[config.mk]
export PLATFORM = sky130hd
export DESIGN_NAME = xbar_arb2
export DESIGN_NICKNAME = d
export VERILOG_FILES = /design/src/rtl/xbar_arb2.sv
export SDC_FILE = /design/constraint.sdc
export NUM_CORES = 1
export LEC_CHECK = 0
export BUFFER_PORTS_ARGS = -buffer_cell sky130_fd_sc_hd__buf_2
export CAP_MARGIN = 15
export CORE_AREA = 2 2 147 149
export DETAILED_ROUTE_END_ITERATION = 8
export DIE_AREA = 0 0 149 151
export SKIP_LAST_GASP = 1
export SYNTH_ARGS = -nofsm -noshare
export SYNTH_HDL_FRONTEND = slang
export SYNTH_SLANG_ARGS = --single-unit
export TNS_END_PERCENT = 30
[constraint.sdc]
create_clock -name clk -period 2.3 [get_ports clk]
set_clock_uncertainty 0.1 [all_clocks]
set_input_delay 0.69 -clock clk [delete_from_list [all_inputs] [get_ports clk]]
set_output_delay 0.69 -clock clk [all_outputs]
set_load 0.01 [all_outputs]
[src/rtl/xbar_arb2.sv]
// Two-master TileLink-UL arbiter: round-robin on Channel A, one transaction in flight,
// Channel D routed back to the owning master only.
module xbar_arb2 #(
  parameter int unsigned ADDR_WIDTH   = 32,
  parameter int unsigned DATA_WIDTH   = 32,
  parameter int unsigned MASK_WIDTH   = DATA_WIDTH / 8,
  parameter int unsigned SIZE_WIDTH   = 3,
  parameter int unsigned OPCODE_WIDTH = 3,
  parameter int unsigned PARAM_WIDTH  = 3
) (
  input  logic                    clk,
  input  logic                    reset,
  // master 0
  input  logic                    m0_a_valid,
  output logic                    m0_a_ready,
  input  logic [OPCODE_WIDTH-1:0] m0_a_opcode,
  input  logic [PARAM_WIDTH-1:0]  m0_a_param,
  input  logic [SIZE_WIDTH-1:0]   m0_a_size,
  input  logic [ADDR_WIDTH-1:0]   m0_a_address,
  input  logic [MASK_WIDTH-1:0]   m0_a_mask,
  input  logic [DATA_WIDTH-1:0]   m0_a_data,
  output logic                    m0_d_valid,
  input  logic                    m0_d_ready,
  output logic [OPCODE_WIDTH-1:0] m0_d_opcode,
  output logic [PARAM_WIDTH-1:0]  m0_d_param,
  output logic [SIZE_WIDTH-1:0]   m0_d_size,
  output logic                    m0_d_source,
  output logic                    m0_d_sink,
  output logic                    m0_d_error,
  output logic [DATA_WIDTH-1:0]   m0_d_data,
  // master 1
  input  logic                    m1_a_valid,
  output logic                    m1_a_ready,
  input  logic [OPCODE_WIDTH-1:0] m1_a_opcode,
  input  logic [PARAM_WIDTH-1:0]  m1_a_param,
  input  logic [SIZE_WIDTH-1:0]   m1_a_size,
  input  logic [ADDR_WIDTH-1:0]   m1_a_address,
  input  logic [MASK_WIDTH-1:0]   m1_a_mask,
  input  logic [DATA_WIDTH-1:0]   m1_a_data,
  output logic                    m1_d_valid,
  input  logic                    m1_d_ready,
  output logic [OPCODE_WIDTH-1:0] m1_d_opcode,
  output logic [PARAM_WIDTH-1:0]  m1_d_param,
  output logic [SIZE_WIDTH-1:0]   m1_d_size,
  output logic                    m1_d_source,
  output logic                    m1_d_sink,
  output logic                    m1_d_error,
  output logic [DATA_WIDTH-1:0]   m1_d_data,
  // downstream slave port
  output logic                    s_a_valid,
  input  logic                    s_a_ready,
  output logic [OPCODE_WIDTH-1:0] s_a_opcode,
  output logic [PARAM_WIDTH-1:0]  s_a_param,
  output logic [SIZE_WIDTH-1:0]   s_a_size,
  output logic [ADDR_WIDTH-1:0]   s_a_address,
  output logic [MASK_WIDTH-1:0]   s_a_mask,
  output logic [DATA_WIDTH-1:0]   s_a_data,
  output logic                    s_a_source,
  input  logic                    s_d_valid,
  output logic                    s_d_ready,
  input  logic [OPCODE_WIDTH-1:0] s_d_opcode,
  input  logic [PARAM_WIDTH-1:0]  s_d_param,
  input  logic [SIZE_WIDTH-1:0]   s_d_size,
  input  logic                    s_d_source,
  input  logic                    s_d_sink,
  input  logic [DATA_WIDTH-1:0]   s_d_data,
  input  logic                    s_d_error
);

  typedef enum logic [1:0] {StIdle, StIssue, StWaitD} state_e;

  state_e state_q, state_d;
  logic   owner_q, prio_q, prio_d;
  logic   s_a_valid_q;
  logic   grant0, grant1, in_idle, in_wait, sel0, sel1, d_err;

  // Gating with reset keeps a_ready low while reset is held, not just after the next edge.
  assign in_idle = (state_q == StIdle) && reset;
  assign in_wait = (state_q == StWaitD);
  assign grant0  = in_idle && m0_a_valid && (!m1_a_valid || !prio_q);
  assign grant1  = in_idle && m1_a_valid && !grant0;

  assign m0_a_ready = grant0;
  assign m1_a_ready = grant1;

  always_comb begin
    state_d = state_q;
    prio_d  = prio_q;
    unique case (state_q)
      StIdle:  if (grant0 || grant1) state_d = StIssue;
      StIssue: if (s_a_ready) state_d = StWaitD;
      StWaitD: begin
        if (s_d_valid && s_d_ready) begin
          prio_d  = ~owner_q;
          state_d = StIdle;
        end
      end
      default: state_d = StIdle;
    endcase
  end

  always_ff @(posedge clk or negedge reset) begin
    if (!reset) begin
      state_q     <= StIdle;
      prio_q      <= 1'b0;
      owner_q     <= 1'b0;
      s_a_valid_q <= 1'b0;
      s_a_opcode  <= '0;
      s_a_param   <= '0;
      s_a_size    <= '0;
      s_a_address <= '0;
      s_a_mask    <= '0;
      s_a_data    <= '0;
    end else begin
      state_q <= state_d;
      prio_q  <= prio_d;
      if (grant0 || grant1) begin
        owner_q     <= grant1;
        s_a_valid_q <= 1'b1;
        s_a_opcode  <= grant1 ? m1_a_opcode  : m0_a_opcode;
        s_a_param   <= grant1 ? m1_a_param   : m0_a_param;
        s_a_size    <= grant1 ? m1_a_size    : m0_a_size;
        s_a_address <= grant1 ? m1_a_address : m0_a_address;
        s_a_mask    <= grant1 ? m1_a_mask    : m0_a_mask;
        s_a_data    <= grant1 ? m1_a_data    : m0_a_data;
      end else if (state_q == StIssue && s_a_ready) begin
        s_a_valid_q <= 1'b0;
      end
    end
  end

  assign s_a_valid  = s_a_valid_q;
  assign s_a_source = owner_q;

  // A response tagged with the wrong source is still delivered, but flagged as an error.
  assign d_err     = s_d_error | (s_d_source != owner_q);
  assign sel0      = in_wait && !owner_q;
  assign sel1      = in_wait && owner_q;
  assign s_d_ready = in_wait && (owner_q ? m1_d_ready : m0_d_ready);

  assign m0_d_valid  = sel0 & s_d_valid;
  assign m0_d_opcode = sel0 ? s_d_opcode : '0;
  assign m0_d_param  = sel0 ? s_d_param  : '0;
  assign m0_d_size   = sel0 ? s_d_size   : '0;
  assign m0_d_source = sel0 & s_d_source;
  assign m0_d_sink   = sel0 & s_d_sink;
  assign m0_d_error  = sel0 & d_err;
  assign m0_d_data   = sel0 ? s_d_data   : '0;

  assign m1_d_valid  = sel1 & s_d_valid;
  assign m1_d_opcode = sel1 ? s_d_opcode : '0;
  assign m1_d_param  = sel1 ? s_d_param  : '0;
  assign m1_d_size   = sel1 ? s_d_size   : '0;
  assign m1_d_source = sel1 & s_d_source;
  assign m1_d_sink   = sel1 & s_d_sink;
  assign m1_d_error  = sel1 & d_err;
  assign m1_d_data   = sel1 ? s_d_data   : '0;

endmodule

==> impl_metrics.yaml <==
die:
  fp.dieH_um: 151
  die-area_sq_um: 22500
  core_sq_um: 20800
  ioPinCount: 378
  die_x_um: 149
  num_rows: 53
  start_util_pct: 21.5
sta:
  fin_crit_ns: 2.41
  finalSetupTns_ns: -5.31
  tightest_slew_ns: 0.564
  hold_ws_ns: 0.160
  worst_slack_ns: -0.107
  setup_viol: 91
  relSlewSlack_pct: 62.4
  max_freq_mhz: 415
  rsz0062_at_grt: "yes"
  post-route-period-util_pct: 105
  hold_violations: 0
  drv_slew: 0
yosys:
  synth_top_family_by_area: "simple AND/OR/NAND/NOR gates"
  yosysWarnings: 0
  yosysUniqueCellTypes: 25
  synth_seq_cells: 82
  muxShareOfSynthArea_pct: 0.224
  synth_compound_area_share_pct: 18.3
  synthArstFlopShare_pct: 100
  synth_fa_ha_area_share_pct: 0
  synth_edf_count: 0
  syn_area_per_cell_sq_um: 9.32
  synth_ff_type: "dfrtp_1"
  synth_xor_area_share_pct: 0
  synth-seq-area-share_pct: 45.8
  synth-simple-area-share_pct: 29.9
  syn-num-nets: 686
  synth_area_sq_um: 4480
  netlist_instances: 480
outcome:
  status: "finished, violations left"
  violations: "setup timing"
placement:
  io_buffers: 377
  place_ws_ns: -0.0620
  post_dp_cell_area_sq_um: 6720
  dp_hpwl_mm: 14.7
  place_congestion: 0.809
drt:
  viasPerCell: 4.69
  routed-via-count: 5296
  drt_iter0_drc: 303
  wl_mm: 20.5
  drt_pass1_iterations: 4
  drcViolationCount: 0
  wl_per_cell_um: 18.1
  ant_nets: 0
clocking:
  clock_sinks: 82
  clkLatencyLatePin_ns: 0.34
  path_clk_slew_ns: 0.07
  tritoncts: "done"
  clock_path_buffers: 2
  cts_root_buffer: "clkbuf_16"
  htreeDepth: 3
  cts_inserted_buffers: 9
critical_path:
  critPathMaxStageDelay_ns: 0.42
  crit_chain: "nand2b_4, nor2_4, buf_6, clkbuf_16, and2_1, buf_2"
  crit_cells: 6
  cp-start-kind: "flop"
  rr_worst_depth: 5
  cp-end-kind: "primary output"
  critPathSlowestCell: "dfrtp_1"
  critical_path_peak_fanout: 11
  cp.buffers_inverters: 3
  cp.arrival_ns: 1.62
  cp.required_ns: 1.51
  crit_family: "simple AND/OR/NAND/NOR gates"
  path_class: "flop to primary output"
min_path:
  hold_class: "input port to asynchronous set/reset pin"
power_and_ir_drop:
  p_per_area_nw_per_um2: 1090
  finalPower_mw: 7.87
  leakagePower_nw: 3.87
  irDropWorstVdd_v: 0.000487
grt:
  first_global_vias: 5126
  grtUsageTotal_pct: 16.7
  antenna_found_initial: 4
  overflow: 0
  grt_pass1_wl_mm: 28.6
  grt_max_degree: 78
finish:
  area_growth_pct: 62.0
  layout_common_cells: "370 x buf_2, 81 x and2_1, 80 x nand2_1, 80 x dfrtp_1, 78 x nor3_1"
  regArea_sq_um: 2050
  drive_gt1_share_pct: 52.1
  nets: 1051
  fill_cells: 2169
  final_area_sq_um: 7250
  layout_commonest_cell: "buf_2"
  multi_input_area_sq_um: 2230
flow_run:
  cap_violations: 0
[per-layer routing]
layer	vias up	share of wire [%]	global-route usage (%)
li1	2470	-	-
met1	2533	39	20.2
met2	267	51	28.8
met3	26	7.9	3.70
met4	0	2.2	6.67
met5	-	0	0
[cells in the mapped netlist (3+ instances only)]
cell / number / area, sq um
a221o_1: 73 / 731
and2_1: 88 / 551
o21ai_0: 3 / 15.0
nand2_1: 80 / 300
a221o_2: 4 / 45.0
nor2_1: 3 / 11.3
nor2b_1: 3 / 18.8
buf_6: 6 / 67.6
nor3_1: 78 / 390
buf_2: 9 / 45.0
dfrtp_1: 82 / 2050
clkbuf_1: 32 / 120
buf_1: 5 / 18.8
[worst reg2reg max path: cells and delay by family (launching register included)]
family,cells,cell delay (ns)
flops,1,0.46
simple gates,2,0.70
compound gates,1,0.16
buf+inv,2,0.33
[logic make-up after synthesis]
| family | count (synthesis) |
|---|---|
| flip-flops | 82 |
| AND/OR/NAND/NOR | 260 |
| AO/OA/AOI/OAI | 84 |
| multiplexers | 1 |
| buffers and inverters | 53 |
[cell type report]
type / count / share of cell area (%)
repair buffers: 406 / 31.7
multi-input cells: 345 / 30.7
flip-flops and latches: 82 / 28.3
well taps: 275 / 4.75
clock buffers: 11 / 3.49
clock inverters: 5 / 0.828
diodes: 4 / 0.138
inverters: 1 / 0.0518
[state kept, by name (all words and copies together), names as in the netlist]
signal       cells
s_a_opcode       3
s_a_source       1
s_a_valid        1
s_a_address     32
s_a_param        3
s_a_data        32
state_q          2
s_a_mask         4
prio_q           1
s_a_size         3
[where the power goes]
| group | internal, mW | switching, mW |
|---|---|---|
| combinational | 1.82 | 1.99 |
| sequential | 2.13 | 0.411 |
| clock | 0.905 | 0.609 |
[metrics by stage]
stage | instances | utilization, %
final | 1129 | 34.8
after CTS | 1121 | 34.1
after global placement | 1100 | 32.3
after detailed placement | 1100 | 32.3
after global routing | 1128 | 34.8
after floorplan | 480 | -
[worst paths after layout]
| kind | from | endpoint | slack (ns) |
|---|---|---|---|
| min in group clk | s_a_valid$_DFFE_PN0P_ | s_a_valid$_DFFE_PN0P_ | 0.39 |
| setup / recovery | state_q[0]$_DFFE_PN0P_ | m1_d_opcode[0] | -0.11 |
| hold / removal | reset | s_a_data[5]$_DFFE_PN0P_ | 0.16 |
| setup reg to reg | state_q[1]$_DFFE_PN0P_ | s_a_address[5]$_DFFE_PN0P_ | 0.48 |
| max in group asynchronous | reset | s_a_data[2]$_DFFE_PN0P_ | 0.85 |
| hold reg to reg | s_a_valid$_DFFE_PN0P_ | s_a_valid$_DFFE_PN0P_ | 0.39 |
[repair_timing]
item / in CTS / in global routing
pin swaps: 1 / 7
hold buffers: 0 / 0
gates resized for setup: 6 / 15
cloned: 1 / 3
setup buffers: 4 / 1
endpoints found under the setup margin: 91 / 91
(Power assumes the default switching activity.)
